**config.mk**
```make
export PLATFORM = sky130hd
export DESIGN_NAME = prbs_link_test_ctrl
export DESIGN_NICKNAME = d
export VERILOG_FILES = /design/src/rtl/prbs_link_test_ctrl.sv
export SDC_FILE = /design/constraint.sdc
export NUM_CORES = 1
export LEC_CHECK = 0
export CORE_MARGIN = 3
export CORE_UTILIZATION = 48
export DETAILED_ROUTE_END_ITERATION = 8
export PLACE_DENSITY_LB_ADDON = 0.2
export SYNTH_ARGS = -nofsm -noshare
export SYNTH_HDL_FRONTEND = slang
export SYNTH_SLANG_ARGS = --single-unit
export TNS_END_PERCENT = 20
```
**constraint.sdc**
```tcl
create_clock -name clk -period 4.6 [get_ports clk]
set_input_delay 0.46 -clock clk [delete_from_list [all_inputs] [get_ports clk]]
set_output_delay 0.46 -clock clk [all_outputs]
set_load 0.005 [all_outputs]
```
**src/rtl/prbs_link_test_ctrl.sv**
```systemverilog
// prbs_link_test_ctrl: PRBS7 loopback bit-error run controller (aligner reset, lock, settle, measure).
// Define PRBS_CTRL_ERR_THRESH_EN to add the err_threshold input and the fail_code 3 early abort.
module prbs_link_test_ctrl #(
    parameter int WINDOW_W      = 32,
    parameter int ERR_W         = 48,
    parameter int RST_CYCLES    = 4,
    parameter int LOCK_TIMEOUT  = 4096,
    parameter int SETTLE_CYCLES = 16,
    parameter int MAX_RETRY     = 7
) (
    input  logic                clk,
    input  logic                reset,
    input  logic                start,
    input  logic                stop,
    input  logic [WINDOW_W-1:0] window_len,
    input  logic                aligned,
    input  logic [6:0]          err_bits,
`ifdef PRBS_CTRL_ERR_THRESH_EN
    input  logic [ERR_W-1:0]    err_threshold,
`endif
    output logic                align_reset,
    output logic                bypass,
    output logic                busy,
    output logic                done,
    output logic                pass,
    output logic [1:0]          fail_code,
    output logic [2:0]          state,
    output logic [3:0]          retry_cnt,
    output logic [WINDOW_W-1:0] word_cnt,
    output logic [ERR_W-1:0]    err_bit_cnt,
    output logic [ERR_W-1:0]    err_word_cnt
);

    typedef enum logic [2:0] {
        S_IDLE      = 3'd0,
        S_ALIGN_RST = 3'd1,
        S_WAIT_LOCK = 3'd2,
        S_SETTLE    = 3'd3,
        S_MEASURE   = 3'd4,
        S_DONE      = 3'd5,
        S_FAIL      = 3'd6
    } state_t;

    // One phase counter is shared by ALIGN_RST, WAIT_LOCK and SETTLE, so size it for the longest.
    localparam int CNT_MAX = (LOCK_TIMEOUT > SETTLE_CYCLES)
                           ? ((LOCK_TIMEOUT > RST_CYCLES) ? LOCK_TIMEOUT : RST_CYCLES)
                           : ((SETTLE_CYCLES > RST_CYCLES) ? SETTLE_CYCLES : RST_CYCLES);
    localparam int CNT_W = $clog2(CNT_MAX + 1);

    localparam logic [CNT_W-1:0] RST_LAST    = CNT_W'(RST_CYCLES - 1);
    localparam logic [CNT_W-1:0] LOCK_LAST   = CNT_W'(LOCK_TIMEOUT - 1);
    localparam logic [CNT_W-1:0] SETTLE_LAST = CNT_W'(SETTLE_CYCLES - 1);
    localparam logic [3:0]       RETRY_MAX   = 4'(MAX_RETRY);

    function automatic logic [ERR_W-1:0] sat_add(input logic [ERR_W-1:0] a,
                                                 input logic [ERR_W-1:0] b);
        logic [ERR_W:0] sum;
        sum = {1'b0, a} + {1'b0, b};
        return sum[ERR_W] ? {ERR_W{1'b1}} : sum[ERR_W-1:0];
    endfunction

    state_t              state_q;
    state_t              state_next;
    logic [CNT_W-1:0]    phase_cnt;
    logic [WINDOW_W-1:0] window_q;
    logic [WINDOW_W-1:0] word_inc;
    logic [ERR_W-1:0]    err_bit_sum;
    logic [ERR_W-1:0]    err_word_sum;
    logic [1:0]          code_next;
    logic                accept;
    logic                count_en;
    logic                retry_inc;
    logic                retry_req;
    logic                phase_run;
    logic                thresh_hit;

    assign word_inc     = word_cnt + WINDOW_W'(1);
    assign err_bit_sum  = sat_add(err_bit_cnt, ERR_W'(err_bits));
    assign err_word_sum = sat_add(err_word_cnt, ERR_W'(err_bits != 7'd0));

`ifdef PRBS_CTRL_ERR_THRESH_EN
    assign thresh_hit = (err_threshold != '0) && (err_bit_sum > err_threshold);
`else
    assign thresh_hit = 1'b0;
`endif

    assign state     = state_q;
    assign bypass    = 1'b0;
    assign busy      = (state_q == S_ALIGN_RST) || (state_q == S_WAIT_LOCK) ||
                       (state_q == S_SETTLE)    || (state_q == S_MEASURE);
    assign done      = (state_q == S_DONE) || (state_q == S_FAIL);
    assign pass      = (state_q == S_DONE) && (fail_code == 2'd0) && (err_bit_cnt == '0);
    assign phase_run = (state_q == S_ALIGN_RST) || (state_q == S_WAIT_LOCK) ||
                       (state_q == S_SETTLE);

    always_ff @(posedge clk) begin
        if (reset) state_q <= S_IDLE;
        else       state_q <= state_next;
    end

    always_comb begin
        state_next = state_q;
        code_next  = fail_code;
        accept     = 1'b0;
        count_en   = 1'b0;
        retry_inc  = 1'b0;
        retry_req  = 1'b0;
        case (state_q)
            S_IDLE, S_DONE, S_FAIL: begin
                if (start && !stop) begin
                    accept     = 1'b1;
                    code_next  = 2'd0;
                    state_next = S_ALIGN_RST;
                end
            end
            S_ALIGN_RST: begin
                if (phase_cnt == RST_LAST) state_next = S_WAIT_LOCK;
            end
            S_WAIT_LOCK: begin
                if (aligned)                     state_next = S_SETTLE;
                else if (phase_cnt == LOCK_LAST) retry_req  = 1'b1;
            end
            S_SETTLE: begin
                if (!aligned)                      state_next = S_WAIT_LOCK;
                else if (phase_cnt == SETTLE_LAST) state_next = (window_q == '0) ? S_DONE : S_MEASURE;
            end
            S_MEASURE: begin
                // A cycle that loses lock is not counted; the word is measured after realignment.
                if (!aligned) begin
                    retry_req = 1'b1;
                end else begin
                    count_en = 1'b1;
                    if (thresh_hit) begin
                        state_next = S_FAIL;
                        code_next  = 2'd3;
                    end else if (word_inc == window_q) begin
                        state_next = S_DONE;
                    end
                end
            end
            default: state_next = S_IDLE;
        endcase

        if (retry_req) begin
            if (retry_cnt < RETRY_MAX) begin
                retry_inc  = 1'b1;
                state_next = S_ALIGN_RST;
            end else begin
                state_next = S_FAIL;
                code_next  = 2'd1;
            end
        end

        if (busy && stop) begin
            state_next = S_DONE;
            code_next  = 2'd2;
            count_en   = 1'b0;
            retry_inc  = 1'b0;
        end
    end

    always_ff @(posedge clk) begin
        if (reset) begin
            align_reset  <= 1'b0;
            fail_code    <= 2'd0;
            phase_cnt    <= '0;
            retry_cnt    <= 4'd0;
            word_cnt     <= '0;
            err_bit_cnt  <= '0;
            err_word_cnt <= '0;
        end else begin
            align_reset <= (state_next == S_ALIGN_RST);
            fail_code   <= code_next;
            if (phase_run && (state_next == state_q)) phase_cnt <= phase_cnt + CNT_W'(1);
            else                                      phase_cnt <= '0;
            if (accept) begin
                retry_cnt    <= 4'd0;
                word_cnt     <= '0;
                err_bit_cnt  <= '0;
                err_word_cnt <= '0;
            end else begin
                if (retry_inc) retry_cnt <= retry_cnt + 4'd1;
                if (count_en) begin
                    word_cnt     <= word_inc;
                    err_bit_cnt  <= err_bit_sum;
                    err_word_cnt <= err_word_sum;
                end
            end
        end
    end

    always_ff @(posedge clk) begin
        if (accept) window_q <= window_len;
    end

endmodule

```
==> results of run 1 <==
registers in the layout, summed over array words and instances (netlist names):
register,count
align_reset,1
err_bit_cnt,48
err_word_cnt,48
fail_code,2
phase_cnt,13
retry_cnt,4
state,3
window_q,32
word_cnt,32
kinds of logic after synthesis:
logic type      after synthesis  share of synthesized area
compound gates              221                     0.1453
xor+xnor                    142                     0.1286
fa+ha+maj                    13                    0.01760
buf+inv                      91                    0.03907
flops                       183                     0.4120
mux                           3                   0.003235
other cells                   1                  0.0003878
simple gates                447                     0.2538
per-layer routing:
metal | vias to the layer above | GRT usage | share of wire
met2 | 317 | 0.3829 | 0.46
li1 | 4355 | - | -
met3 | 45 | 0.04261 | 0.063
met4 | 0 | 0.08314 | 0.024
met5 | - | 0 | 0
met1 | 4311 | 0.3276 | 0.45
worst paths after layout:
kind | from | to | slack [ns] | cells past startpoint
setup / recovery | word_cnt[0] | align_reset | 1.13 | 9
hold / removal | word_cnt[1] | word_cnt[1] | 0.51 | 2
setup reg to reg | word_cnt[0] | align_reset | 1.13 | 9
hold reg to reg | word_cnt[1] | word_cnt[1] | 0.51 | 2
power by group:
group	switching, uW	total, uW	internal (uW)
combinational	168	289	121
sequential	33.9	1700	1670
clock	648	1670	1020
cell usage in the layout (no fill, tap or decap), types with 26 or more instances in the layout:
cell type        count
a21oi_1             86
and3_1              26
clkdlybuf4s50_1    184
dfxtp_1            151
edfxtp_1            32
inv_1               29
nand2_1             63
nand3_1             49
nand4_1             40
nor2_1              87
nor3_1              31
nor4_1              40
o21ai_0             26
xnor2_1             88
xor2_1              54
cell type report:
| class | instances | area [um2] | share of cell area |
|---|---|---|---|
| multi-input cells | 827 | 5331 | 0.4315 |
| flip-flops and latches | 183 | 3984 | 0.3225 |
| repair buffers | 193 | 1922 | 0.1556 |
| clock buffers | 21 | 471.7 | 0.03818 |
| well taps | 265 | 331.6 | 0.02684 |
| clock inverters | 11 | 205.2 | 0.01661 |
| inverters | 29 | 108.9 | 0.008811 |
per-stage QoR:
| step | std cells | utilization |
|---|---|---|
| final | 1529 | 0.6286 |
| after CTS | 1529 | 0.6286 |
| after global routing | 1529 | 0.6286 |
| after detailed placement | 1497 | 0.5942 |
| after floorplan | 1101 | - |
| after global placement | 1497 | 0.5942 |
worst max-delay path: stages (launching register included):
cell	delay [ns]
dfxtp_1	0.45
ha_1	0.29
and4_1	0.37
nand3_1	0.34
or4_1	0.60
a211oi_1	0.29
nand4_1	0.13
nor4_1	0.46
a21oi_1	0.19
nor3_1	0.23
==> run_results.csv, run 1 <==
group,metric,value,unit
drt,wl_per_cell,17.61,um
placed_design,dpl_cell_area,11680,um2
global_route,grt_pass1_wl,42860,um
clocking,clkLatencyLatePin,0.43,ns
sta,rsz0062_at_grt,"false",
synth,ys_warn_count,0,
placed_design,dp_hpwl,19430,um
sta,period_minus_slack,3.469,ns
synth,synth_cell_types,66,
final_layout,area_delta_synth_final,27.75,%
synth,synthesis.instances,1101,
drt,ant_nets,0,
critical_path,cp-end-kind,"register",
global_route,grt.overflow.total,0,
placed_design,port_buffers,184,
die,die_h,147.9,um
critical_path,worstSetupPathType,"register to register",
sta,max_freq,288.3,MHz
sta,finalSetupViolCount,0,
synth,async_flop_share,0,
die,rows,51,
critical_path,cp_data_arrival_time,3.79,ns
synth,syn_area_per_cell,8.783,um2
drt,dr_total_vias,9028,
critical_path,path_max_fanout,10,
global_route,grt_max_degree,64,
hold_path,hold_class,"register to register",
die,io-pin-count,186,
drt,dr.pass1.iters,5,
sta,tightest_slew,0.9729,ns
sta,setup_slack,1.131,ns
outcome,status,"finished, final reports clean",
synth,yosysSeqAreaShare,0.4120,
pwr,p_per_area,296.3,nW/um2
pwr,vdd_drop_max,0.2423,mV
synth,synth_common_cells,"dfxtp_1 (151), nor2_1 (88), xnor2_1 (88)",
die,core_area,19650,um2
clocking,cts_tree,"yes",
drt,viasPerCell,5.905,
placed_design,pre_cts_ws,0.8098,ns
die,dieWidth,147.9,um
clocking,clockBufferDepth,2,
sta,slew_headroom,0.3493,
job,drv_cap,0,
final_layout,fin_nets,1308,
die,die-area,21890,um2
synth,synth.most_common_cell,"dfxtp_1",
pwr,total_power,3660,uW
die,start_util,0.4920,
synth,synth_top_flop_cell,"dfxtp_1",
clocking,cts_resized,0,
synth,synth.ff_latch_count,183,
placed_design,routabilityCongestion,0.8916,
clocking,cts_root_buf,"clkbuf_16",
synth,synthTopCellsByArea,"dfxtp_1 (31%), edfxtp_1 (9.9%), xnor2_1 (8.0%), xor2_1 (4.9%), a21oi_1 (4.5%)",
synth,synth_top_area_share,0.3126,
critical_path,startpoint_type,"register",
drt,routed_wl,26930,um
final_layout,n_antenna_cell,0,
synth,yosysTopAreaCell,"dfxtp_1",
final_layout,drive_above_1_share,0.04984,
clocking,cts_sinks,183,
synth,synth_area,9671,um2
sta,finalCritPeriodShare,0.7540,
clocking,path_clk_slew,0.07,ns
synth,synth_edf_count,32,
final_layout,n_fill_cell,1743,
pwr,power.leakage,0.003860,uW
drt,drc_errors,0,
clocking,cts_hold_buffers,0,
clocking,cts_made_buffers,17,
global_route,grt.total_usage,0.2391,
sta,final-hold-violation-count,0,
drt,drtIter0Drc,580,
global_route,grt_pass1_vias,8354,
sta,finalSetupTns,0,ns
critical_path,worstPathRequired,4.92,ns
synth,syn-num-nets,1158,
sta,drv_slew,0,
clocking,cts_setup_buffers,0,
clocking,htreeDepth,4,
sta,hold_ws,0.5121,ns
sta,clock_skew,0.009865,ns
global_route,grt_antenna_before_repair,0,
final_layout,design_area,12350,um2
No activity file was read; power rests on OpenSTA's default activity.
==> run 2: changes to the inputs <==
- clock period: 4.6 -> 2.94 ns (I/O delays scaled with it)
==> run 2 against run 1 <==
Against the previous run:
- wire length is 4.3% higher
- combinational power is 81% higher
- die area stayed put
- cell count is 6.8% higher
- setup slack worse by 0.99 ns
- critical path depth is 2 higher
- non-clock buffer count is 104 higher
- critical path type unchanged
==> run_results.csv, run 2 (synthesized netlist as in run 1, its figures left out) <==
group,metric,value,unit
outcome,status,"finished, final reports clean",
drt,ant_nets,0,
critical_path,r2r_slack,0.14,ns
die,start_util,0.4920,
sta,finalSetupViolCount,0,
global_route,grt.overflow.total,0,
drt,viasPerCell,5.804,
clocking,path_clk_slew,0.07,ns
drt,dr_total_vias,9478,
final_layout,drive_above_1_share,0.1287,
clocking,cts_root_buf,"clkbuf_16",
final_layout,reg_top3,"err_bit_cnt: 48 flops, err_word_cnt: 48 flops",
placed_design,dp_hpwl,20480,um
placed_design,pre_cts_ws,-0.3453,ns
sta,setup_slack,0.1377,ns
clocking,clockBufferDepth,2,
pwr,p_per_area,418.3,nW/um2
sta,finalCritPeriodShare,0.9532,
hold_path,min_from,"window_len[19]",
global_route,grt_antenna_before_repair,0,
hold_path,whs_path_depth,1,
placed_design,routabilityCongestion,0.8738,
drt,routed_wl,28090,um
hold_path,hold_class,"input pin to register",
critical_path,cp_cell_sequence,"ha_1, and4_1, nand3_2, buf_4, or4_1, a21oi_1, o2111ai_1, nor4_1, buf_4, a21oi_1, nor3_1",
critical_path,crit_family,"simple AND/OR/NAND/NOR gates",
pwr,power.leakage,0.004385,uW
sta,drv_slew,0,
die,die_h,147.9,um
clocking,cts_tree,"yes",
critical_path,worstSetupPathType,"register to register",
sta,finalSetupTns,0,ns
critical_path,r2r_start,"word_cnt[0]",
die,dieWidth,147.9,um
drt,drc_errors,0,
die,die-area,21890,um2
critical_path,cp_slowest_cell,"or4_1",
clocking,cts_hold_buffers,0,
final_layout,layout_commonest_cell,"clkdlybuf4s50_1",
pwr,vdd_drop_max,0.3788,mV
placed_design,port_buffers,184,
critical_path,cp_data_arrival_time,3.13,ns
clocking,cts_made_buffers,17,
die,core_area,19650,um2
global_route,grt_max_degree,121,
sta,slew_headroom,0.4602,
final_layout,layout_common_cells,"clkdlybuf4s50_1 (184), dfxtp_1 (151), buf_4 (110)",
hold_path,min_to,"window_q[19]",
drt,dr.pass1.iters,7,
final_layout,fin_util,0.6702,
die,rows,51,
critical_path,worstPathRequired,3.27,ns
critical_path,max_stage_delay,0.51,ns
final_layout,fin_nets,1412,
global_route,grt.total_usage,0.2510,
job,drv_cap,0,
global_route,grt_pass1_wl,45200,um
clocking,htreeDepth,4,
critical_path,path_max_fanout,6,
final_layout,design_area,13170,um2
critical_path,worst-path-buf-inv,2,
drt,wl_per_cell,17.20,um
sta,period_minus_slack,2.802,ns
sta,clock_skew,0.01253,ns
final_layout,area_delta_synth_final,36.20,%
critical_path,rr_worst_depth,11,
sta,final-hold-violation-count,0,
critical_path,startpoint_type,"register",
global_route,grt_pass1_vias,8956,
sta,tightest_slew,0.8067,ns
drt,drtIter0Drc,679,
final_layout,n_antenna_cell,0,
clocking,cts_sinks,183,
sta,max_freq,356.9,MHz
die,io-pin-count,186,
clocking,clkLatencyLatePin,0.43,ns
placed_design,dpl_cell_area,12470,um2
critical_path,cp-end-kind,"register",
critical_path,r2r-end,"align_reset",
sta,rsz0062_at_grt,"true",
run 2: where the power goes:
| part | switching (uW) | internal (uW) |
|---|---|---|
| sequential | 40.2 | 2600 |
| combinational | 288 | 236 |
| clock | 1080 | 1260 |
run 2: worst reg2reg max path: stages (launching register included):
cell and delay [ns]:
dfxtp_1 0.38, ha_1 0.18, and4_1 0.26, nand3_2 0.15, buf_4 0.19, or4_1 0.51, a21oi_1 0.18, o2111ai_1 0.15
nor4_1 0.23, buf_4 0.17, a21oi_1 0.09, nor3_1 0.21
run 2: per-layer routing:
| layer | track usage | share of wire |
|---|---|---|
| met1 | 0.3405 | 0.45 |
| met2 | 0.4132 | 0.47 |
| met3 | 0.04445 | 0.059 |
| met4 | 0.07344 | 0.022 |
| met5 | 0 | 0 |
run 2: metrics by stage:
step / power, uW / hold slack, ns / instances
global placement: 3206 / 0.5009 / 1601
floorplan: 2958 / 0.3631 / 1101
CTS: 5530 / 0.4041 / 1633
detailed placement: 3212 / 0.5109 / 1601
global route: 5689 / 0.3985 / 1633
finish: 5510 / 0.4108 / 1633
run 2: layout make-up:
type	instances	area, um2
Fill cell	1636	6482
Clock inverter	14	157.7
Multi-Input combinational cell	827	5420
Timing Repair Buffer	297	2719
Inverter	29	108.9
Tap cell	265	331.6
Sequential cell	183	3984
Clock buffer	18	450.4
run 2: worst max-delay path by stage:
stage                         from               to  slack, ns  cells past startpoint
global route        err_bit_cnt[0]  err_bit_cnt[38]      -0.05                     11
global placement       err_bits[0]  err_bit_cnt[42]      -0.25                     12
detailed placement     err_bits[0]  err_bit_cnt[42]      -0.35                     12
CTS                       state[2]             pass       0.02                      7
floorplan                 state[2]     retry_cnt[3]      -0.03                      8
finish                 word_cnt[0]      align_reset       0.14                     11
run 2: what timing repair did:
| item | 4_1_cts | 5_1_grt |
|---|---|---|
| hold endpoints to repair | 0 | 0 |
| resized for setup | 1 | 14 |
| setup endpoints to repair | 13 | 60 |
| pin swaps | 0 | 1 |
| setup buffers | 0 | 0 |
==> variant 1: new RTL, config.mk and constraints of run 1 <==
The parameter `ERR_W` goes from 48 to 40.
--- a/src/rtl/prbs_link_test_ctrl.sv
+++ b/src/rtl/prbs_link_test_ctrl.sv
@@ -3,5 +3,5 @@
 module prbs_link_test_ctrl #(
     parameter int WINDOW_W      = 32,
-    parameter int ERR_W         = 48,
+    parameter int ERR_W         = 40,
     parameter int RST_CYCLES    = 4,
     parameter int LOCK_TIMEOUT  = 4096,
Ports: changed (resized err_bit_cnt and err_word_cnt); port bits go from 186 to 170. The function was not compared with the original's and may differ.
==> variant 1 against run 1 <==
- clock skew up 0.0021 ns
- global-route usage about the same
- routed wire length down 7.9%
- critical path depth down 4
- worst setup slack worse by 0.042 ns
- worst hold slack worse by 0.048 ns
- cell area down 8.3%
- synthesized area down 7.7%
- sequential cell count down 16
- sequential share of layout area up 0.10 points
Power is not compared: it rests on default switching activity, and its combinational part moved more than twofold at a synthesized area within 25%.
==> variant 1: results (changes against run 1) <==
Mux cell area share after synthesis - 1.04% (was 0.323%)
Grt met3 use - 5.07% (was 4.26%)
Slew Limit Headroom - 39.7% (was 34.9%)
Status - finished clean (unchanged)
Adder-cell share of the synthesized area - 2.02% (was 1.76%)
Critical path startpoint - state[2] (was word_cnt[0])
Multi-input gate area - 4890 sq um (was 5330 sq um)
Yosys cell types - 68 (was 66)
GRT met2 Usage - 36.1% (was 38.3%)
Commonest cells in the synthesized netlist - dfxtp_1, nor2_1, xnor2_1 (unchanged)
Top fanout value on the critical path - 24 (was 10)
Multi-In Gates - 768 (was 827)
Logic power comb - 630 uW
Cells after Synth - 1,027 (was 1,101)
CP top delay family - simple AND/OR/NAND/NOR gates (unchanged)
Clock Skews - 0.0120 ns (was 0.00987 ns)
Routed wire per std cell - 17.6 um (about the same)
Post-Place Cell Area - 10,700 sq um (was 11,700 sq um)
Hold Crit Start - phase_cnt[0] (was word_cnt[1])
Post-synthesis sequential area ratio - 41.0% (was 41.2%)
# fillers - 1,595 (was 1,743)
ClkCell Share - 5.39% (was 5.48%)
Post-route insts no fill - 1,406 (was 1,529)
Flop2flop setup slack - 1.18 ns (was 1.13 ns)
Compound-Gate Fraction of Synth Area - 10.6% (was 14.5%)
Hold path depth - 1 (was 2)
GPL Wtd Cong - 0.872 (was 0.892)
Vias post-DR - 8,257 (was 9,028)
Post-place setup slack - 1.23 ns (was 0.810 ns)
FF+latch area - 3660 sq um (was 3980 sq um)
End of the worst hold path - phase_cnt[0] (was word_cnt[1])
RR Endpoint - state[0] (was align_reset)
Vias in the first global route - 7,567 (was 8,354)
Clk sinks - 167 (was 183)
Nets - 1,221 (was 1,308)
Ratio of cells with drive above 1 in the final layout - 5.44% (was 4.98%)
Well Taps - 229 (was 265)
Met1 Use GR - 34.6% (was 32.8%)
Pleak - 0.00366 uW
Crit-path max cell delay - 0.85 ns (was 0.60 ns)
Power Total - 3800 uW
DRC violation total after the first TritonRoute iteration - 703 (was 580)
DP HPWL - 17.6 mm (was 19.4 mm)
Main area contributors after synthesis - dfxtp_1, edfxtp_1, xnor2_1, xor2_1, nor2_1 (was dfxtp_1, edfxtp_1, xnor2_1, xor2_1, a21oi_1)
Worst EP arrival - 3.05 ns (was 3.79 ns)
variant 1: changes by cell type in the layout (fill, tap and decap cells not counted), sizes merged, moves of 10 or more:
cell                  run 1  this run
clkdlybuf4s50           184       168
o31ai                    14         3
nor3                     33        45
nor2                     88       100
a21oi                    89        71
nand2                    63        73
dfxtp                   151       135
a31oi                    24         6
a211oi                   22         3
variant 1: how the worst max path moves through the flow:
stage,end,slack [ns]
2_1_floorplan,state[0],1.72
3_3_place_gp,state[0],1.33
3_5_place_dp,state[0],1.23
4_1_cts,pass,1.05
5_1_grt,state[0],0.91
6_report,pass,1.09
variant 1: routing by layer:
layer | wire [um] | part of all wire [%] | vias up
met5 | 0 | 0 | -
li1 | - | - | 3983
met3 | 1820 | 7.3 | 25
met4 | 399 | 1.6 | 0
met2 | 11100 | 45 | 302
met1 | 11500 | 47 | 3947
==> variant 2: new RTL, settings of run 1 <==
Without the edit above. The output `align_reset` loses its register stage (`align_reset` becomes a continuous assignment).
--- a/src/rtl/prbs_link_test_ctrl.sv
+++ b/src/rtl/prbs_link_test_ctrl.sv
@@ -162,5 +162,4 @@
     always_ff @(posedge clk) begin
         if (reset) begin
-            align_reset  <= 1'b0;
             fail_code    <= 2'd0;
             phase_cnt    <= '0;
@@ -170,5 +169,4 @@
             err_word_cnt <= '0;
         end else begin
-            align_reset <= (state_next == S_ALIGN_RST);
             fail_code   <= code_next;
             if (phase_run && (state_next == state_q)) phase_cnt <= phase_cnt + CNT_W'(1);
@@ -190,4 +188,6 @@
     end
 
+    assign align_reset = (state_next == S_ALIGN_RST);
+
     always_ff @(posedge clk) begin
         if (accept) window_q <= window_len;
Formal check against the unedited RTL: not equivalent (Yosys sat finds a counterexample within 4 cycles, from zero or initial values and one cycle with reset high).
==> variant 2 against run 1 <==
- final cell count fell by 0.13%
- worst hold slack got worse by 0.039 ns
- synthesized area fell by 2.2%
- sequential cell count fell by 1
- worst setup slack got worse by 0.68 ns
- critical path depth rose by 1
- cell area fell by 2.2%
- routed wire length fell by 2.2%
- total power rose by 2.1%
- sequential power rose by 5%
- synthesized cell count fell by 0.64%
- critical path type is now flip-flop to output pin
- largest power group unchanged
- highest routed layer is now met5
==> variant 2: results (changes against run 1) <==
Worst EP arrival - 3.69 ns (was 3.79 ns)
Mux cell area share after synthesis - 0.529% (was 0.323%)
Hold path depth - 1 (was 2)
Grt met3 use - 5.37% (was 4.26%)
Worst R2R Path Depth - 8 (was 9)
Measured slew at the worst slew-check pin - 1.07 ns (was 0.973 ns)
Initial antenna violation count - 2 (was 0)
Vias in the first global route - 8,271 (was 8,354)
IR Drop Worst-Case VDD - 268 uV (was 242 uV)
Gr usage total - 24.1% (was 23.9%)
R2R Path Start - state[2] (was word_cnt[0])
Status - finished clean (unchanged)
Commonest cells in the synthesized netlist - dfxtp_1, nor2_1, a21oi_1 (was dfxtp_1, nor2_1, xnor2_1)
RR Endpoint - err_word_cnt[44] (was align_reset)
Met1 Wirelength - 11.6 mm (was 12.1 mm)
Post-DR vias/cell - 5.79 (was 5.90)
Clock Skews - 0.00940 ns (was 0.00987 ns)
Post-place setup slack - 0.779 ns (was 0.810 ns)
Met3 routed wirelength - 1.87 mm (was 1.69 mm)
Main area contributors after synthesis - dfxtp_1, edfxtp_1, xnor2_1, xor2_1, a21oi_1 (unchanged)
# fillers - 1,670 (was 1,743)
Post-synthesis sequential area ratio - 41.9% (was 41.2%)
Detailed Routing Iterations Pass 1 - 5 (unchanged)
Metal2 WL - 12.0 mm (was 12.4 mm)
Yosys cell types - 69 (was 66)
GRT met2 Usage - 37.9% (was 38.3%)
WL final - 26.3 mm (was 26.9 mm)
Nets - 1,311 (was 1,308)
Flop2flop setup slack - 1.22 ns (was 1.13 ns)
Clock slew at reported path FFs - 0.07 ns (about the same)
End of the worst hold path - phase_cnt[0] (was word_cnt[1])
Hold Crit Start - phase_cnt[0] (was word_cnt[1])
DP HPWL - 19.3 mm (was 19.4 mm)
Met1 Use GR - 32.1% (was 32.8%)
Compound-Gate Fraction of Synth Area - 12.3% (was 14.5%)
Synthesized netlist net count - 1,151 (was 1,158)
GPL Wtd Cong - 0.951 (was 0.892)
Ratio of cells with drive above 1 in the final layout - 4.42% (was 4.98%)
Global-route wire length before repair - 42.7 mm (was 42.9 mm)
Pleak - 0.00389 uW (was 0.00386 uW)
variant 2: final cells by class:
cell class | instances | area (sq um) | area share (%)
Clock buffer | 22 | 475 | 3.94
Timing Repair Buffer | 194 | 1930 | 16.0
Sequential cell | 182 | 3960 | 32.8
Multi-Input combinational cell | 834 | 5200 | 43.0
Tap cell | 260 | 325 | 2.69
Inverter | 25 | 93.8 | 0.777
Clock inverter | 10 | 92.6 | 0.767
variant 2: worst max-delay path by stage:
stage | from | end | slack, ns | depth (start not counted)
after global routing | word_cnt[0] | align_reset | 0.21 | 10
after detailed placement | err_bits[0] | err_bit_cnt[19] | 0.78 | 12
after floorplan | err_bits[1] | err_word_cnt[25] | 1.66 | 13
final | word_cnt[0] | align_reset | 0.45 | 10
after CTS | word_cnt[0] | align_reset | 0.48 | 10
after global placement | err_bits[0] | err_bit_cnt[11] | 0.89 | 12
variant 2: critical path, cell delays in order (launching register included):
cell and delay [ns]:
dfxtp_1 0.47, ha_1 0.31, and3_1 0.28, nand4_1 0.28
nor4_1 0.40, xnor2_1 0.10, nor4_1 0.25, nand4_1 0.16
o31ai_1 0.31, and3_1 0.21, clkdlybuf4s50_1 0.51
variant 2: stage by stage:
stage	cells	hold WS, ns	instance area (sq um)	power, uW	utilization, %
3_5_place_dp	1495	0.464	11500	2340	60.5
3_3_place_gp	1495	0.457	11500	2340	60.5
2_1_floorplan	1094	0.438	9460	2100	-
4_1_cts	1527	0.480	12100	3760	63.5
6_report	1527	0.473	12100	3740	63.5
5_1_grt	1527	0.516	12100	3880	63.5
variant 2: where the power goes:
part	total, uW	internal [uW]	leakage, uW	switching [uW]
Sequential	1780	1690	0.00150	84.9
Clock	1420	795	0.000269	629
Combinational	538	238	0.00212	300
Total	3740	2720	0.00389	1010
